--- src/rtl/pc_redirect_unit.sv ---
// Fetch PC register with prioritised redirect sources and an optional
// one-entry buffer for redirects arriving while stalled (macro PC_PENDING_EN).
module pc_redirect_unit #(
    parameter int unsigned          PC_WIDTH = 16,
    parameter int unsigned          PC_INC   = 1,
    parameter int unsigned          NUM_SRC  = 3,
    parameter logic [PC_WIDTH-1:0]  RESET_PC = '0
) (
    input  logic                        clk,
    input  logic                        rst,
    input  logic                        stall,
    input  logic [NUM_SRC-1:0]          src_valid,
    input  logic [NUM_SRC*PC_WIDTH-1:0] src_pc,
    output logic [PC_WIDTH-1:0]         pc,
    output logic [PC_WIDTH-1:0]         pc_plus,
    output logic                        redirect_taken,
    output logic                        pending
);

    localparam int unsigned IDX_W = (NUM_SRC > 1) ? $clog2(NUM_SRC) : 1;

    logic [PC_WIDTH-1:0] pc_q, pc_d;
    logic                rt_q, rt_d;
    logic                live_vld;
    logic [PC_WIDTH-1:0] live_pc;

    assign pc_plus        = pc_q + PC_WIDTH'(PC_INC);
    assign pc             = pc_q;
    assign redirect_taken = rt_q;

`ifdef PC_PENDING_EN
    logic                pend_q, pend_d;
    logic [IDX_W-1:0]    pidx_q, pidx_d;
    logic [PC_WIDTH-1:0] ppc_q, ppc_d;
    logic [IDX_W-1:0]    live_idx;
    logic                live_wins;

    assign pending = pend_q;
`else
    assign pending = 1'b0;
`endif

    // Lowest-index valid source wins; the rest are dropped this cycle.
    always_comb begin
        live_vld = 1'b0;
        live_pc  = '0;
`ifdef PC_PENDING_EN
        live_idx = '0;
`endif
        for (int unsigned i = 0; i < NUM_SRC; i++) begin
            if (src_valid[i] && !live_vld) begin
                live_vld = 1'b1;
                live_pc  = src_pc[i*PC_WIDTH +: PC_WIDTH];
`ifdef PC_PENDING_EN
                live_idx = IDX_W'(i);
`endif
            end
        end
    end

    always_comb begin
        pc_d = pc_q;
        rt_d = 1'b0;
`ifdef PC_PENDING_EN
        pend_d    = pend_q;
        pidx_d    = pidx_q;
        ppc_d     = ppc_q;
        // Equal index favours the newer request over the buffered one.
        live_wins = live_vld && (!pend_q || (live_idx <= pidx_q));
        if (stall) begin
            if (live_wins) begin
                pend_d = 1'b1;
                pidx_d = live_idx;
                ppc_d  = live_pc;
            end
        end else begin
            pend_d = 1'b0;
            if (live_wins) begin
                pc_d = live_pc;
                rt_d = 1'b1;
            end else if (pend_q) begin
                pc_d = ppc_q;
                rt_d = 1'b1;
            end else begin
                pc_d = pc_plus;
            end
        end
`else
        if (!stall) begin
            if (live_vld) begin
                pc_d = live_pc;
                rt_d = 1'b1;
            end else begin
                pc_d = pc_plus;
            end
        end
`endif
    end

    always_ff @(posedge clk) begin
        if (rst) begin
            pc_q <= RESET_PC;
            rt_q <= 1'b0;
`ifdef PC_PENDING_EN
            pend_q <= 1'b0;
            pidx_q <= '0;
            ppc_q  <= '0;
`endif
        end else begin
            pc_q <= pc_d;
            rt_q <= rt_d;
`ifdef PC_PENDING_EN
            pend_q <= pend_d;
            pidx_q <= pidx_d;
            ppc_q  <= ppc_d;
`endif
        end
    end

endmodule

--- config.mk ---
export PLATFORM = sky130hd
export DESIGN_NAME = pc_redirect_unit
export DESIGN_NICKNAME = d
export VERILOG_FILES = /design/src/rtl/pc_redirect_unit.sv
export SDC_FILE = /design/constraint.sdc
export NUM_CORES = 1
export LEC_CHECK = 0
export CORE_ASPECT_RATIO = 0.9
export CORE_MARGIN = 5
export CORE_UTILIZATION = 35
export CTS_BUF_LIST = sky130_fd_sc_hd__clkbuf_16
export CTS_CLUSTER_DIAMETER = 150
export DETAILED_ROUTE_END_ITERATION = 7
export PLACE_DENSITY = 0.81
export SYNTH_ARGS = -nofsm -noshare
export SYNTH_HDL_FRONTEND = slang
export SYNTH_SLANG_ARGS = --single-unit
--- constraint.sdc ---
create_clock -name clk -period 1.5 [get_ports clk]
set_input_delay 0.3 -clock clk [delete_from_list [all_inputs] [get_ports clk]]
set_output_delay 0.3 -clock clk [all_outputs]
set_load 0.02 [all_outputs]
**Word level (Yosys, flattened, before mapping)**

Cells that the tools add are included.

- Latch bits: 0
- Output and inout bits: 34
- Memory bits (read-only): 0
- Input bits: 54
- Bits in writable memories: 0
- Bits in registers: 17
- Memories: 0
- Logic and storage cells: 16

- Divide/modulo/power cells: 0
- Shift operators: 0
- Bitwise gates (word level): 0
- Multipliers: 0
- $add $sub $neg: 1
- Eq/ne operators: 0
- Reduce and logical (&&, ||, !) cells: 5
- Muxes and demuxes: 8
- Magnitude comparators: 0

Operators with widths:

| cell | number |
|---|---|
| $mux 16 | 4 |
| $add 16x1->16 const B | 1 |
| $mux 1 | 4 |
| $logic_and 1x1->1 | 2 |
| $logic_not 1->1 | 2 |
| $reduce_or 2->1 | 1 |

**Longest topological paths before layout**

Gate-level depths: netlist (run 1).

- Word-level depth: 8
- Gate-level depth with buffers: 6
- Gate-level depth less buffers: 5

**Worst setup path before layout (run 1)**

Ideal clock, no wire load.

- Path kind: register -> output
- From: reg pc_q[2] (netlist: pc[2])
- To: out pc_plus[15]
- Buffers on the path: 1
- Cell stages (with the launch flop): 5
- Arrival: 1.746 ns
- Path slack: -0.546 ns
- Required time: 1.200 ns
- Cell sequence: dfxtp_1 > buf_2 > nand4_2 > or4_4 > xnor2_1

- Cells in the longest elaborated chain, start to end: 1

Ends and longest elaborated chain:

| item | line | source |
|---|---|---|
| from (decl) | 22 | `logic [PC_WIDTH-1:0] pc_q, pc_d;` |
| from (signal assigned) | 110 | `pc_q <= pc_d;` |
| $add 16x1->16 | 27 | `assign pc_plus = pc_q + PC_WIDTH'(PC_INC);` |
| to (decl) | 15 | `output logic [PC_WIDTH-1:0] pc_plus,` |

Every way passes these cells.

**Worst setup path in the final report (run 1)**

- From: reg pc_q[7] (netlist: pc[7])
- To: out pc_plus[15]

Same word-level chain as after synthesis.

==> results of run 1 <==
cell usage after synthesis (all sizes together), types with 2 or more instances:
| library cell | number | share of area (%) |
|---|---|---|
| a21o | 3 | 1.5 |
| a21oi | 19 | 6.3 |
| a221o | 4 | 2.6 |
| a221oi | 2 | 1.2 |
| a31oi | 2 | 0.83 |
| a32oi | 2 | 1.2 |
| and3 | 7 | 3.1 |
| and4 | 3 | 1.8 |
| buf | 8 | 2.8 |
| clkbuf | 8 | 2.0 |
| dfxtp | 17 | 22 |
| inv | 7 | 1.7 |
| nand2 | 21 | 5.2 |
| nand2b | 2 | 0.83 |
| nand3 | 8 | 2.6 |
| nand3b | 3 | 1.5 |
| nand4 | 6 | 4.3 |
| nor2 | 9 | 2.2 |
| nor2b | 3 | 1.2 |
| nor3 | 7 | 2.3 |
| nor3b | 2 | 0.99 |
| o211ai | 3 | 1.5 |
| o21a | 2 | 0.99 |
| o21ai | 8 | 2.9 |
| o221a | 3 | 2.2 |
| o221ai | 7 | 4.0 |
| o22a | 2 | 1.2 |
| o22ai | 2 | 0.83 |
| o2bb2ai | 2 | 1.2 |
| o31ai | 2 | 0.99 |
| or4 | 2 | 1.2 |
| xnor2 | 9 | 5.2 |
| xor2 | 5 | 2.9 |
stage by stage:
step | std cells | power [mW] | instance area [sq um] | worst slack [ns] | hold WS (ns)
after floorplan | 199 | 0.8704 | 1673 | -0.2253 | 0.5065
final | 413 | 1.981 | 3557 | -0.4081 | 0.4930
after global routing | 413 | 2.043 | 3557 | -0.4494 | 0.5137
after global placement | 388 | 1.300 | 3043 | -0.6082 | 0.6107
after detailed placement | 388 | 1.312 | 3043 | -0.6115 | 0.6259
after CTS | 403 | 1.864 | 3349 | -0.4036 | 0.5900
timing repair:
item                       4_1_cts  5_1_grt
buffers inserted                12       14
setup endpoints to repair       48       33
pin swaps                       24       19
gates cloned                     0        1
resized for setup              149       45
worst paths after layout:
| check | start | end | slack, ns | cells after the start |
|---|---|---|---|---|
| worst max-delay path | pc[7] | pc_plus[15] | -0.41 | 4 |
| worst min-delay path | src_valid[0] | pc[1] | 0.49 | 4 |
| worst max register to register | pc[7] | pc[15] | -0.34 | 6 |
| worst min register to register | pc[1] | pc[1] | 0.68 | 3 |
sequential cells by signal, indices dropped and copies added (netlist names):
| register | flops |
|---|---|
| redirect_taken | 1 |
| pc | 16 |
power breakdown:
part	leakage (nW)	internal [mW]	switching (mW)
combinational	1.43	0.467	0.427
clock	0.0423	0.355	0.198
sequential	0.148	0.488	0.0460
total	1.62	1.31	0.670
kinds of logic (layout without fill, tap and decap cells):
group           count (synthesis)  after routing  synth area share (%)
flops                          17             17                 22.48
buf+inv                        23            189                 6.529
compound gates                 68             68                 32.64
other cells                     1              1                0.2477
fa+ha+maj                       1              1                0.8263
simple gates                   75             75                 29.17
xor+xnor                       14             14                 8.099
final cells by class:
type | instances | area (sq um) | area share (%)
Timing Repair Buffer | 178 | 1614 | 45.37
Multi-Input combinational cell | 159 | 1395 | 39.22
Sequential cell | 17 | 375.4 | 10.55
Clock buffer | 3 | 75.07 | 2.110
Tap cell | 48 | 60.06 | 1.688
Inverter | 7 | 33.78 | 0.9497
Clock inverter | 1 | 3.754 | 0.1055
per-layer routing:
metal / vias to the layer above / part of all wire (%) / routed length (microns)
li1: 1093 / - / -
met1: 1196 / 37 / 3409
met2: 181 / 49 / 4485
met3: 47 / 10 / 927
met4: 0 / 4.5 / 412
met5: - / 0 / 0
worst register-to-register path: stages, from the launching register on:
cell	delay [ns]
dfxtp_2	0.35
nand4_4	0.14
or4_4	0.58
buf_4	0.17
buf_6	0.11
buf_6	0.11
a211o_1	0.27
==> summary.md, run 1 <==
| Metric | Value |
|---|---|
| Post-DRT Antenna Nets | 0 |
| Final Critical Period | 1.908 ns |
| Root buffer cell | clkbuf_16 |
| H-tree levels | 1 |
| Number of I/O port buffers | 86 |
| Maximum vdd drop | 0.5280 mV |
| Worst path arrival time | ~1.6 ns |
| Rows | 22 |
| Worst setup SP type | flop |
| Async S/R FF share, synth | 0% |
| Hold-fix buffers, CTS | 0 |
| Setup_tns | -4.699 ns |
| Fin util | 86.15% |
| Final worst setup slack | -0.4081 ns |
| CP max stage cell | or4_4 |
| First-pass GRT wire length | 12.19 mm |
| Synth-to-layout area growth | 135.0% |
| Critical path type | reg -> out |
| CP Buf/Inv Count | 1 |
| CTS max path bufs | 2 |
| Fin. max-slew vios | 0 |
| Commonest non-fill, non-tap cells in the layout | 71 x buf_4, 50 x clkdlybuf4s50_1, 32 x buf_6 |
| Mapped cell area | ~1500 sq um |
| DRC | 0 |
| DP HPWL | 5.301 mm |
| Skew final | 0.002522 ns |
| DIE AREA | 5743 sq um |
| IO Count | 88 |
| Most common cell after layout, fill and taps aside | buf_4 |
| ANT cells | 0 |
| CP endpoint kind | output pin |
| Number of global-route vias before repair | 2438 |
| DR vias | 2517 |
| GRT Overall Usage | a little over a quarter |
| Pleak | 1.620 nW |
| Die Height | ~72 microns |
| GRT overflow | 0 |
| Synth Net Count | 254 |
| Max-Cap Viols | 0 |
| #FFs+latches synth | 17 |
| Post-synth EDFFs | 0 |
| Avg Inst Size Synth | 7.608 sq um |
| Initial antenna violation count | 0 |
| Cells after Synth | ~200 |
| RSZ-0062 raised after global routing | true |
| Synth Flop Type | dfxtp_1 |
| Top Usage Layer GRT | met2 |
| Tcrit/Tclk final | 127.2% |
| Critical-path cell list | nand4_4 -> or4_4 -> xnor2_4 -> buf_6 |
| CP delay by family, top | simple AND/OR/NAND/NOR gates |
| Fillers | 210 |
| Vias per std cell | 6.094 |
| Endpoints failing setup | 22 |
| Grt met1 use | 31.58% |
| Detailed Routing Iterations Pass 1 | 5 |
| Hold Crit Class | in -> reg |
| Register area share after synthesis | 22.48% |
| Clk_lat worst skew | 0.26 ns |
| TritonCTS clock tree | done |
| Nets | about 420 |
| Critical Path RT | between 1 and 1.5 ns |
| Met2 Track Usage GR | 48.04% |
| Clock sink count | 17 |
| Synth warn | 0 |
| Initial DRC Count | 240 |
| Layout cells sized above 1 | 49.86% |
| Status | finished, violations left |
| CP max FO | 2 |
| Starting Density | between 30 and 40% |
| Cell Pwr Density | approximately 560 nW/um^2 |
| Worst path max stage delay | 0.58 ns |
| Routed wire length | 9.234 mm |
| GPL Wtd Cong | 0.9028 |
| CTS buffer count | 3 |
| Synth cell types | 49 |
| Failing checks | setup timing |
| Final hold vios | 0 |
| Clk slew on worst S/H paths | 0.05 ns |
| Fmax achieved | 524.1 MHz |
| Die Width | 79.33 microns |
| Core area | 4129 sq um |
| Met3 Use GR | 7.320% |
| Largest net degree at the start of global routing | 13 |
| Drt wl/cell | 22.36 microns |
Power figures use the tool's default switching activity.
==> run 2, diff against run 1 <==
Settings changed: CORE_UTILIZATION 35 to 41, PLACE_DENSITY 0.81 to 0.89, RECOVER_POWER set to 25.
Clock period 1.5 ns to 2.37 ns, I/O delays scaled along.
==> summary.md, run 2 (synthesis gave the netlist of run 1 again) <==
| Metric | Value |
|---|---|
| Status | complete, no violations |
| DP HPWL | 4.636 mm (-13%) |
| DIE AREA | 5010 sq um (-13%) |
| GPL Wtd Cong | 0.9351 (+3.6%) |
| GRT overflow | 0 (unchanged) |
| Layout cells sized above 1 | 18.30% (-32 points) |
| Skew final | 0.001558 ns (-0.0009638 ns) |
| CP endpoint kind | output pin |
| Critical path type | reg -> out |
| Initial antenna violation count | 0 (unchanged) |
| Clk_lat worst skew | 0.25 ns (about the same) |
| Rows | 21 (-4.5%) |
| Max-Cap Viols | 0 (unchanged) |
| Commonest non-fill, non-tap cells in the layout | 64 x clkdlybuf4s50_1, 32 x buf_4, 21 x nand2_1 |
| ANT cells | 0 (unchanged) |
| CP max FO | 4 (+2) |
| Number of I/O port buffers | 86 (unchanged) |
| Final hold vios | 0 (unchanged) |
| Worst Tran Pin Value | 0.6568 ns |
| Initial DRC Count | 298 (+24%) |
| First-pass GRT wire length | 9.411 mm (-23%) |
| Detailed Routing Iterations Pass 1 | 5 (unchanged) |
| Vias per std cell | 6.026 (-1.1%) |
| Pleak | 1.118 nW (-31%) |
| Met3 Use GR | 4.613% (-2.7 points) |
| Synth-to-layout area growth | 76.36% |
| CTS max path bufs | 2 (unchanged) |
| Die Width | 74.06 microns (-6.6%) |
| Largest net degree at the start of global routing | 21 (+8) |
| Final Critical Period | 2.313 ns |
| Met2 Track Usage GR | 43.14% (-4.9 points) |
| Critical Path RT | 1.90 ns (+0.70 ns) |
| Worst path arrival time | 1.84 ns (+0.23 ns) |
| Cell Pwr Density | 414.3 nW/um^2 (-26%) |
| Drt wl/cell | 17.86 microns (-20%) |
| IO Count | 88 (unchanged) |
| Hold Slack | 0.5711 ns (+0.07807 ns) |
| Hold Crit Class | reg -> reg |
| Clk slew on worst S/H paths | 0.05 ns (about the same) |
| DR vias | 2121 (-16%) |
| Root buffer cell | clkbuf_16 |
| Slew HR | 56.21% |
| Post-DRT Antenna Nets | 0 (unchanged) |
| Fin. max-slew vios | 0 (unchanged) |
| CP max stage cell | clkdlybuf4s50_1 |
| Tcrit/Tclk final | 97.61% |
| Starting Density | 41.45% (+4.8 points) |
| TritonCTS clock tree | done |
| Endpoints failing setup | 0 (-100%) |
| Top Usage Layer GRT | met2 |
| Routed wire length | 6.287 mm (-32%) |
| DRC | 0 (unchanged) |
| Hold-fix buffers, CTS | 0 (unchanged) |
| GRT Overall Usage | 24.37% (-2.6 points) |
| Nets | 362 (-14%) |
| Core area | 3652 sq um (-12%) |
| Clock sink count | 17 (unchanged) |
| Number of global-route vias before repair | 2039 (-16%) |
| Fillers | 275 (+31%) |
| Max reg flops | 16 (unchanged) |
| H-tree levels | 1 (unchanged) |
| Fmax achieved | 432.3 MHz |
| Critical-path cell list | ha_1 -> buf_4 -> xor2_1 -> clkdlybuf4s50_1 |
| Most common cell after layout, fill and taps aside | clkdlybuf4s50_1 |
| Die Height | 67.65 microns (-6.6%) |
| Worst path max stage delay | 0.63 ns (+0.05 ns) |
| Worst setup SP type | flop |
| Grt met1 use | 29.01% (-2.6 points) |
| Maximum vdd drop | 0.2515 mV (-52%) |
| Fin util | 73.11% (-13 points) |
| CTS buffer count | 3 (unchanged) |
-- run 2: cell count changes in the layout (fill, tap and decap cells not counted), moves of 8 or more --
cell / previous run / this run
buf_6: 32 / 0
xnor2_2: 8 / 0
xnor2_1: 0 / 9
dlygate4sd3_1: 0 / 10
clkdlybuf4s50_1: 50 / 64
dfxtp_1: 3 / 17
buf_4: 71 / 32
-- run 2: layout make-up --
| type | count | area [sq um] | share of cell area (%) |
|---|---|---|---|
| Multi-Input combinational cell | 159 | 1085 | 40.63 |
| Timing Repair Buffer | 119 | 1081 | 40.49 |
| Sequential cell | 17 | 340.3 | 12.75 |
| Clock buffer | 3 | 75.07 | 2.812 |
| Tap cell | 46 | 57.56 | 2.156 |
| Inverter | 7 | 26.28 | 0.9841 |
| Clock inverter | 1 | 5.005 | 0.1874 |
-- run 2: timing repair --
| item | CTS | global route |
|---|---|---|
| pin swaps | 1 | 1 |
| setup endpoints to repair | 12 | 6 |
| resized for setup | 16 | 7 |
| buffers inserted | 1 | 0 |
| hold endpoints to repair | 0 | 0 |
-- run 2: through the flow --
stage / instances / setup TNS, ns / instance area (sq um) / total power, mW / setup slack [ns]
final: 352 / 0 / 2670 / 1.106 / 0.05664
after global routing: 352 / -0.006019 / 2670 / 1.141 / -0.006019
after CTS: 352 / 0 / 2681 / 1.103 / 0.01097
after detailed placement: 347 / 0 / 2600 / 0.7714 / 0.05084
after global placement: 347 / 0 / 2600 / 0.7637 / 0.07253
after floorplan: 199 / 0 / 1514 / 0.5281 / 0.1496
-- run 2: power by group --
part	leakage [nW]	internal, mW	switching, mW
Combinational	0.937	0.222	0.208
Clock	0.0409	0.226	0.122
Sequential	0.141	0.308	0.0199
Total	1.12	0.756	0.350
-- run 2: metal layers --
metal / up-vias / wire length (microns)
met5: - / 0
met4: 0 / 89
met3: 15 / 694
met2: 163 / 3097
met1: 971 / 2407
li1: 972 / -
-- run 2: final timing paths --
| check | startpoint | slack, ns | end | cells after the start |
|---|---|---|---|---|
| worst max-delay path | pc[1] | 0.06 | pc_plus[2] | 4 |
| worst min-delay path | pc[14] | 0.57 | pc[14] | 2 |
| worst max register to register | pc[1] | 0.62 | pc[14] | 6 |
| worst min register to register | pc[14] | 0.57 | pc[14] | 2 |
-- run 2: critical path, delay by kind of cell, from the launching register on --
kind,cells,cell delay (ns)
DFF,1,0.39
xor gates and xnor gates,1,0.15
adders and majority gates,1,0.25
buffers and inverters,2,0.79
==> run 3, diff against run 2 <==
Settings changed: SKIP_CTS_REPAIR_TIMING set to 1.
==> summary.md, run 3 (synthesis gave the netlist of run 1 again) <==
| Metric | Value |
|---|---|
| Final Critical Period | 2.309 ns (-0.004143 ns) |
| GRT Overall Usage | 24.18% (-0.19 points) |
| DP HPWL | 4.636 mm (unchanged) |
| Clk slew on worst S/H paths | 0.05 ns (about the same) |
| CP startpoint | pc[1] |
| Post-DRT Antenna Nets | 0 (unchanged) |
| R2R depth | 7 (+1) |
| CP max stage cell | clkdlybuf4s50_1 |
| Uppermost routed layer | met4 |
| Root buffer cell | clkbuf_16 |
| Die Width | 74.06 microns (unchanged) |
| GRT overflow | 0 (unchanged) |
| Layout cells sized above 1 | 17.26% (-1.0 points) |
| DR vias | 2085 (-1.7%) |
| Setup slack at placement | 0.05084 ns (unchanged) |
| Initial antenna violation count | 0 (unchanged) |
| CTS buffer count | 3 (unchanged) |
| ANT cells | 0 (unchanged) |
| Cell Pwr Density | 407.0 nW/um^2 (-1.8%) |
| Reg2reg setup slack | 0.39 ns (-0.23 ns) |
| Fmax achieved | 433.0 MHz (+0.18%) |
| Tot Pwr | 1.112 mW (+0.49%) |
| Hold Crit Class | reg -> reg |
| Post-route insts no fill | 353 (+0.28%) |
| CP max FO | 4 (unchanged) |
| Number of global-route vias before repair | 2022 (-0.83%) |
| Detailed Routing Iterations Pass 1 | 7 (+2) |
| Critical Path RT | 1.90 ns (about the same) |
| Starting Density | 41.45% (unchanged) |
| Synth-to-layout area growth | 80.41% |
| Critical-path cell list | ha_1 -> buf_4 -> xor2_1 -> clkdlybuf4s50_1 |
| Routed wire length | 6.307 mm (+0.32%) |
| Fin. max-slew vios | 0 (unchanged) |
| Maximum vdd drop | 0.2509 mV (-0.24%) |
| Worst setup SP type | flop |
| Rows | 21 (unchanged) |
| Critical path type | reg -> out |
| Core area | 3652 sq um (unchanged) |
| TritonCTS clock tree | done |
| Slew HR | 57.54% (+1.3 points) |
| DRC | 0 (unchanged) |
| Worst setup path endpoint | pc_plus[2] |
| DIE AREA | 5010 sq um (unchanged) |
| Wl on met1 | 2.459 mm (+2.2%) |
| Reg-to-reg endpoint | pc[14] |
| Clock sink count | 17 (unchanged) |
| Setup_tns | 0 ns (unchanged) |
| Number of I/O port buffers | 86 (unchanged) |
| Status | complete, no violations |
| Die Height | 67.65 microns (unchanged) |
| Largest net degree at the start of global routing | 21 (unchanged) |
| Commonest non-fill, non-tap cells in the layout | 64 x clkdlybuf4s50_1, 33 x buf_4, 21 x nand2_1 |
| Worst Tran Pin Value | 0.6369 ns (-0.01986 ns) |
| Drt wl/cell | 17.87 microns (about the same) |
| H-tree levels | 1 (unchanged) |
| CTS max path bufs | 2 (unchanged) |
| Max-Cap Viols | 0 (unchanged) |
| CP endpoint kind | output pin |
| Tcrit/Tclk final | 97.44% (-0.17 points) |
| Nets | 363 (+0.28%) |
| Max reg flops | 16 (unchanged) |
| Worst Hold Path Cells | 2 (unchanged) |
| Most common cell after layout, fill and taps aside | clkdlybuf4s50_1 |
| Clk_lat worst skew | 0.25 ns (about the same) |
| Placed Instances | 347 (unchanged) |
| Final hold vios | 0 (unchanged) |
| Skew final | 0.001823 ns (+0.0002649 ns) |
| Met3 wire len | 666 microns (-4.0%) |
| Met2 WL post-DR | 3.090 mm (-0.23%) |
| Worst path arrival time | 1.84 ns (about the same) |
| Initial DRC Count | 300 (+0.67%) |
| Endpoints failing setup | 0 (unchanged) |
| Worst path max stage delay | 0.63 ns (about the same) |
| R2r startpoint | pc[1] |
| Pleak | 1.274 nW (+14%) |
| Final worst setup slack | 0.06078 ns (+0.004143 ns) |
| First-pass GRT wire length | 9.363 mm (-0.51%) |
| Vias per std cell | 5.907 (-2.0%) |
| GPL Wtd Cong | 0.9351 (unchanged) |
| IO Count | 88 (unchanged) |
[run 3: cell type report]
class / count / area (sq um)
timing repair buffer: 120 / 1142
multi-input combinational: 159 / 1085
fill: 267 / 920.9
sequential: 17 / 340.3
clock buffer: 3 / 75.07
tap: 46 / 57.56
inverter: 7 / 26.28
clock inverter: 1 / 5.005
[run 3: layer usage]
metal  vias up  GRT usage [%]
li1        975              -
met1       946          28.75
met2       149          42.59
met3        15          4.464
met4         0          9.729
met5         -              0
[run 3: per-stage QoR]
| step | util [%] | hold slack (ns) | area (sq um) |
|---|---|---|---|
| after CTS | 73.38 | 0.5653 | 2680 |
| after detailed placement | 71.19 | 0.5579 | 2600 |
| after global placement | 71.19 | 0.5225 | 2600 |
| after global routing | 74.79 | 0.5864 | 2731 |
| final | 74.79 | 0.5759 | 2731 |
| after floorplan | - | 0.5950 | 1514 |
[run 3: power breakdown]
part | switching [mW] | internal, mW | total, mW
Sequential | 0.0197 | 0.308 | 0.328
Combinational | 0.208 | 0.230 | 0.439
Clock | 0.119 | 0.226 | 0.345
Total | 0.347 | 0.765 | 1.11
[run 3: how the worst min path moves through the flow]
stage | start | end
4_1_cts | pc[14] | pc[14]
3_3_place_gp | pc[14] | pc[14]
6_report | pc[14] | pc[14]
2_1_floorplan | pc[1] | pc[1]
5_1_grt | pc[14] | pc[14]
3_5_place_dp | pc[14] | pc[14]
[run 3: worst max-delay path: cells and delay by family (launching register included)]
family,cells,cell delay [ns]
flops,1,0.39
fa+ha+maj,1,0.25
buf+inv,2,0.79
xor+xnor,1,0.15
